[config.mk]
export PLATFORM = sky130hd
export DESIGN_NAME = typing_session_ctrl
export DESIGN_NICKNAME = d
export VERILOG_FILES = /design/src/rtl/typing_session_ctrl.sv
export SDC_FILE = /design/constraint.sdc
export NUM_CORES = 1
export LEC_CHECK = 0
export BUFFER_PORTS_ARGS = -buffer_cell sky130_fd_sc_hd__buf_4
export CORE_AREA = 2 2 169 187
export CTS_BUF_LIST = sky130_fd_sc_hd__clkbuf_2 sky130_fd_sc_hd__clkbuf_4 sky130_fd_sc_hd__clkbuf_8
export CTS_CLUSTER_DIAMETER = 60
export CTS_CLUSTER_SIZE = 12
export DETAILED_ROUTE_END_ITERATION = 10
export DIE_AREA = 0 0 171 189
export PLACE_DENSITY_LB_ADDON = 0.1
export SLEW_MARGIN = 20
export SYNTH_ARGS = -nofsm -noshare
export SYNTH_HDL_FRONTEND = slang
export SYNTH_SLANG_ARGS = --single-unit
[constraint.sdc]
create_clock -name clk -period 8.3 [get_ports clk]
set_input_delay 0.415 -clock clk [delete_from_list [all_inputs] [get_ports clk]]
set_output_delay 0.415 -clock clk [all_outputs]
set_load 0.005 [all_outputs]
[src/rtl/typing_session_ctrl.sv]
// typing_session_ctrl: one TypeRacer round (idle -> countdown -> run -> done) with the typed
// buffer, per-character correct mask, seconds timer and keystroke/error counters.
// Optional macro TYPING_STRICT_EN: mismatching keys are counted but never written.
module typing_session_ctrl #(
    parameter int N_CHARS      = 25,
    parameter int CLK_HZ       = 100000000,
    parameter int COUNTDOWN_S  = 3,
    parameter int TIME_LIMIT_S = 60
) (
    input  logic                 clk,
    input  logic                 rst,
    input  logic                 start,
    input  logic                 key_valid,
    input  logic [4:0]           key_code,
    input  logic [5*N_CHARS-1:0] target,
    output logic [5*N_CHARS-1:0] typed,
    output logic [N_CHARS-1:0]   correct,
    output logic [4:0]           cursor,
    output logic [1:0]           state,
    output logic [3:0]           countdown,
    output logic [6:0]           elapsed_sec,
    output logic [7:0]           keystrokes,
    output logic [7:0]           errors,
    output logic                 done
);
    localparam int PRESC_W = (CLK_HZ > 1) ? $clog2(CLK_HZ) : 1;
    localparam int BUF_W   = 5 * N_CHARS;

    typedef enum logic [1:0] {
        S_IDLE      = 2'd0,
        S_COUNTDOWN = 2'd1,
        S_RUN       = 2'd2,
        S_DONE      = 2'd3
    } state_t;

    state_t             r_state;
    logic [PRESC_W-1:0] r_presc;
    logic [BUF_W-1:0]   r_tgt;
    logic [BUF_W-1:0]   r_typed;
    logic [N_CHARS-1:0] r_correct;
    logic [4:0]         r_cursor;
    logic [3:0]         r_countdown;
    logic [6:0]         r_elapsed;
    logic [7:0]         r_keys;
    logic [7:0]         r_errs;
    logic               r_done;

    logic [7:0] w_wr_base;
    logic [7:0] w_bs_base;
    logic [4:0] w_tgt_char;
    logic       w_tick;
    logic       w_printable;
    logic       w_backspace;
    logic       w_match;
    logic       w_write;
    logic       w_line_full;
    logic       w_time_up;

    function automatic logic [7:0] sat_inc(input logic [7:0] v);
        return (v == 8'hFF) ? v : v + 8'd1;
    endfunction

    always_comb begin
        w_tick      = (r_presc == PRESC_W'(CLK_HZ - 1));
        w_wr_base   = 8'(r_cursor) * 8'd5;
        w_bs_base   = w_wr_base - 8'd5;
        w_tgt_char  = r_tgt[w_wr_base +: 5];
        w_printable = key_valid && (key_code >= 5'd1) && (key_code <= 5'd27);
        w_backspace = key_valid && (key_code == 5'd31);
        w_match     = (key_code == w_tgt_char);
`ifdef TYPING_STRICT_EN
        w_write     = w_printable && w_match;
`else
        w_write     = w_printable;
`endif
        w_line_full = w_write && (r_cursor == 5'(N_CHARS - 1));
        w_time_up   = w_tick && (r_elapsed == 7'(TIME_LIMIT_S - 1));
    end

    always_ff @(posedge clk) begin
        if (rst) begin
            r_state     <= S_IDLE;
            r_presc     <= '0;
            r_typed     <= '0;
            r_correct   <= '0;
            r_cursor    <= '0;
            r_countdown <= '0;
            r_elapsed   <= '0;
            r_keys      <= '0;
            r_errs      <= '0;
            r_done      <= 1'b0;
        end else begin
            case (r_state)
                S_IDLE, S_DONE: begin
                    if (start) begin
                        r_state     <= S_COUNTDOWN;
                        r_tgt       <= target;
                        r_presc     <= '0;
                        r_typed     <= '0;
                        r_correct   <= '0;
                        r_cursor    <= '0;
                        r_countdown <= 4'(COUNTDOWN_S);
                        r_elapsed   <= '0;
                        r_keys      <= '0;
                        r_errs      <= '0;
                        r_done      <= 1'b0;
                    end
                end
                S_COUNTDOWN: begin
                    r_presc <= w_tick ? '0 : r_presc + 1'b1;
                    if (w_tick) begin
                        r_countdown <= r_countdown - 4'd1;
                        if (r_countdown == 4'd1) begin
                            r_state   <= S_RUN;
                            r_presc   <= '0;
                            r_elapsed <= '0;
                        end
                    end
                end
                S_RUN: begin
                    r_presc <= w_tick ? '0 : r_presc + 1'b1;
                    if (w_tick) r_elapsed <= r_elapsed + 7'd1;
                    if (w_printable) begin
                        r_keys <= sat_inc(r_keys);
                        if (!w_match) r_errs <= sat_inc(r_errs);
                    end
                    if (w_write) begin
                        r_typed[w_wr_base +: 5] <= key_code;
                        r_correct[r_cursor]     <= w_match;
                        r_cursor                <= r_cursor + 5'd1;
                    end else if (w_backspace && (r_cursor != 5'd0)) begin
                        r_typed[w_bs_base +: 5]      <= 5'd0;
                        r_correct[r_cursor - 5'd1]   <= 1'b0;
                        r_cursor                     <= r_cursor - 5'd1;
                    end
                    // A key landing on the final tick is applied before the round closes.
                    if (w_line_full || w_time_up) begin
                        r_state <= S_DONE;
                        r_done  <= 1'b1;
                    end
                end
                default: r_state <= S_IDLE;
            endcase
        end
    end

    assign typed       = r_typed;
    assign correct     = r_correct;
    assign cursor      = r_cursor;
    assign state       = r_state;
    assign countdown   = r_countdown;
    assign elapsed_sec = r_elapsed;
    assign keystrokes  = r_keys;
    assign errors      = r_errs;
    assign done        = r_done;
endmodule

==> metrics.cfg <==
[outcome]
status = finished clean

[yosys]
synth_top_area_cell = dfxtp_1
postSynthAreaPerCell_um2 = 8.91
synth_mux_area_share_pct = 5.06
synth_cells = 1958
syn-num-nets = 2128
netlist_area_um2 = 17400
synth-simple-area-share_pct = 19.7
ys_warn_count = 0
yosysUniqueCellTypes = 89
synth_edf_count = 125
ys_ff_latch = 337
synth_top_family_by_area = compound AO/OA/AOI/OAI gates
synth_compound_area_share_pct = 21.0
synth_xor_area_share_pct = 2.14
async_reset_ff_share_pct = 0
synth.area.top_cells = dfxtp_1 24%, edfxtp_1 22%, o21ai_0 5.7%, nand2_1 5.6%, a21oi_1 4.8%
synthAdderAreaFrac_pct = 2.71
ys_seq_area_share_pct = 45.9
synth_top_flop_cell = dfxtp_1
synth_top_area_share_pct = 24.3

[cells_and_area]
n_antenna_cell = 0
final_nets = 2426
multi_input_area_um2 = 8860
nFillCells = 2382
synthToLayoutAreaGrowth_pct = 21.0
seqCellArea_um2 = 8000
fin_util_pct = 69.5
drive_gt1_share_pct = 19.3

[timing]
hold_violations = 0
hold_ws_ns = 0.00576
fin_crit_ns = 5.51
finalSetupViolCount = 0
tightestPinTransition_ns = 1.14
final-max-slew-violation-count = 0
finalClockSkew_ns = 0.0428
post-route-period-util_pct = 66.4
timing.fmax_mhz = 181
fin_ws_ns = 2.79
tns_ns = 0
relSlewSlack_pct = 24.2
grt_setup_unrepaired = false

[detailed_routing]
drtAntennaViolNets = 0
drtIter0Drc = 1905
wire_per_inst_um = 22.1
dr.pass1.iters = 8
routed_wl_um = 59400
route.detailed.drc = 0
vias = 17200
viasPerCell = 6.39

[setup_path]
cpLargestDelayFamily = compound AO/OA/AOI/OAI gates
arrival_ns = 5.96
cp-start-kind = flop
worst_ep_required_time_ns = 8.74
path_class = flop to flop
worst_r2r_endpoint = typed[18]
path_cells = inv_1, ha_1, fa_1, and3b_2, or3_1, a211oi_1, mux2i_1, o32ai_1, nand2_1, o21ai_0, a21oi_1, a41o_1
worstPathMaxFanout = 61
path_buf_inv = 1
slowest_delay_ns = 0.96
r2r_setup_slack_ns = 2.79
reg2regPathDepth = 12
cp_slowest_cell = dfxtp_4
end_kind = flop
r2r_start = cursor[1]

[placed_design]
gp_congestion = 0.991
post-dp-hpwl_um = 40400
io_buffers = 318
post-place-ws_ns = 2.89

[floorplanning]
rows = 67
die_w_um = 171
core-area_um2 = 30300
die-area_um2 = 32300
start_util_pct = 57.5
ios = 319
die_h_um = 189

[global_route]
met2_usage_pct = 54.7
grtUsageMet3_pct = 6.04
grt_pass1_vias = 16000
busiest_layer = met2
grt_pass1_wl_um = 88100
grt_usage_pct = 34.8
grt_max_degree = 97
antenna_found_initial = 0
grtUsageMet1_pct = 46.2
overflow = 0

[hold_path]
holdPathStages = 1
hold_class = input port to flop
min-delay-start = target[53]
hold_path_end = r_tgt[53]

[clock_tree]
clock-sinks = 337
cts-root-buf = clkbuf_8
clk_latency_ns = 0.59
htreeDepth = 2
ctsHoldBuffers = 25
post_cts_buffers = 0
numCtsBuffers = 35
cts_tree = done
clockBufferDepth = 3
clk_pin_slew_ns = 0.08
cts_resized = 0

[power]
leakage_nw = 8.01
powerDensity_nw_per_um2 = 247
total_power_mw = 5.22
ir_drop_mv = 0.158

[job]
cap_violations = 0

## worst register-to-register path: cells and delay by family (launching register included)
kind | cells | cell delay, ns
compound gates | 5 | 1.52
simple gates | 3 | 1.38
fa+ha+maj | 2 | 1.11
flops | 1 | 0.96
buf+inv | 1 | 0.33
mux | 1 | 0.10
## worst max-delay path by stage
stage / start / end / slack, ns / depth (start not counted)
final: cursor[1] / typed[18] / 2.79 / 12
after global routing: cursor[1] / typed[96] / 2.44 / 13
after CTS: cursor[1] / typed[18] / 2.85 / 12
after detailed placement: cursor[1] / typed[80] / 2.89 / 12
after global placement: cursor[1] / typed[96] / 2.60 / 13
after floorplan: rst / r_tgt[0] / 1.26 / 5
## cells in the mapped netlist, drive strengths merged, types with 21 or more instances
| library cell | instances |
|---|---|
| inv | 28 |
| a41o | 30 |
| clkbuf | 85 |
| nor3 | 50 |
| buf | 34 |
| or3 | 27 |
| nor2 | 164 |
| nand3 | 81 |
| nand4 | 29 |
| edfxtp | 125 |
| ha | 33 |
| a21oi | 173 |
| and2 | 21 |
| o21ai | 216 |
| nand2 | 262 |
| mux2i | 66 |
| dfxtp | 212 |
| a31oi | 34 |
## power by group
group	switching, mW	internal (mW)	leakage (nW)
sequential	0.0747	1.86	2.86
combinational	1.60	0.628	4.82
clock	0.596	0.459	0.323
## per-layer routing
metal | vias to the layer above | part of all wire, %
met5 | - | 0
li1 | 7831 | -
met1 | 8040 | 39
met4 | 0 | 5.1
met2 | 1081 | 46
met3 | 211 | 9.7
## kinds of logic after synthesis
family | after synthesis
compound gates | 595
fa+ha+maj | 36
flops | 337
mux | 78
simple gates | 727
xor+xnor | 37
buf+inv | 148
## registers in the layout (all words and copies together) (netlist names)
signal and cells:
elapsed_sec 7, correct 25, done 1, cursor 5
r_tgt 125, countdown 4, state 2, typed 125
errors 8, r_presc 27, keystrokes 8
## through the flow
| stage | std cells | instance area, µm² |
|---|---|---|
| global route | 2688 | 21100 |
| CTS | 2670 | 20900 |
| global placement | 2590 | 20000 |
| floorplan | 1958 | 17400 |
| finish | 2688 | 21100 |
| detailed placement | 2590 | 20000 |
## layout by cell type (no fill, tap or decap), types with 11 or more instances in the layout
cell | synthesis | final
ha_1 | 33 | 33
and3_1 | 13 | 13
nand2_1 | 262 | 262
nor2b_1 | 16 | 16
a22oi_1 | 14 | 14
or3_1 | 26 | 26
inv_1 | 28 | 28
or4_1 | 13 | 13
clkbuf_4 | 0 | 12
and2_1 | 20 | 20
o22ai_1 | 20 | 20
buf_4 | 8 | 337
nor3_1 | 47 | 47
nor4_1 | 12 | 12
nor2_1 | 163 | 161
xnor2_1 | 15 | 15
nand4_1 | 29 | 29
dfxtp_1 | 212 | 210
dlygate4sd3_1 | 0 | 42
edfxtp_1 | 125 | 125
o21ai_0 | 197 | 197
a31oi_1 | 33 | 33
a41o_1 | 30 | 30
nand2b_1 | 11 | 11
o21ai_1 | 18 | 17
a21oi_1 | 169 | 168
nand3_1 | 81 | 81
xor2_1 | 18 | 18
mux2i_1 | 66 | 66
clkbuf_8 | 0 | 36
## cell type report
type	instances	share of cell area (%)
Timing Repair Buffer	380	14.1
Multi-Input combinational cell	1473	42.0
Inverter	29	0.516
Clock inverter	7	0.243
Tap cell	414	2.45
Clock buffer	48	2.78
Sequential cell	337	37.9
Power figures use the tool's default switching activity.
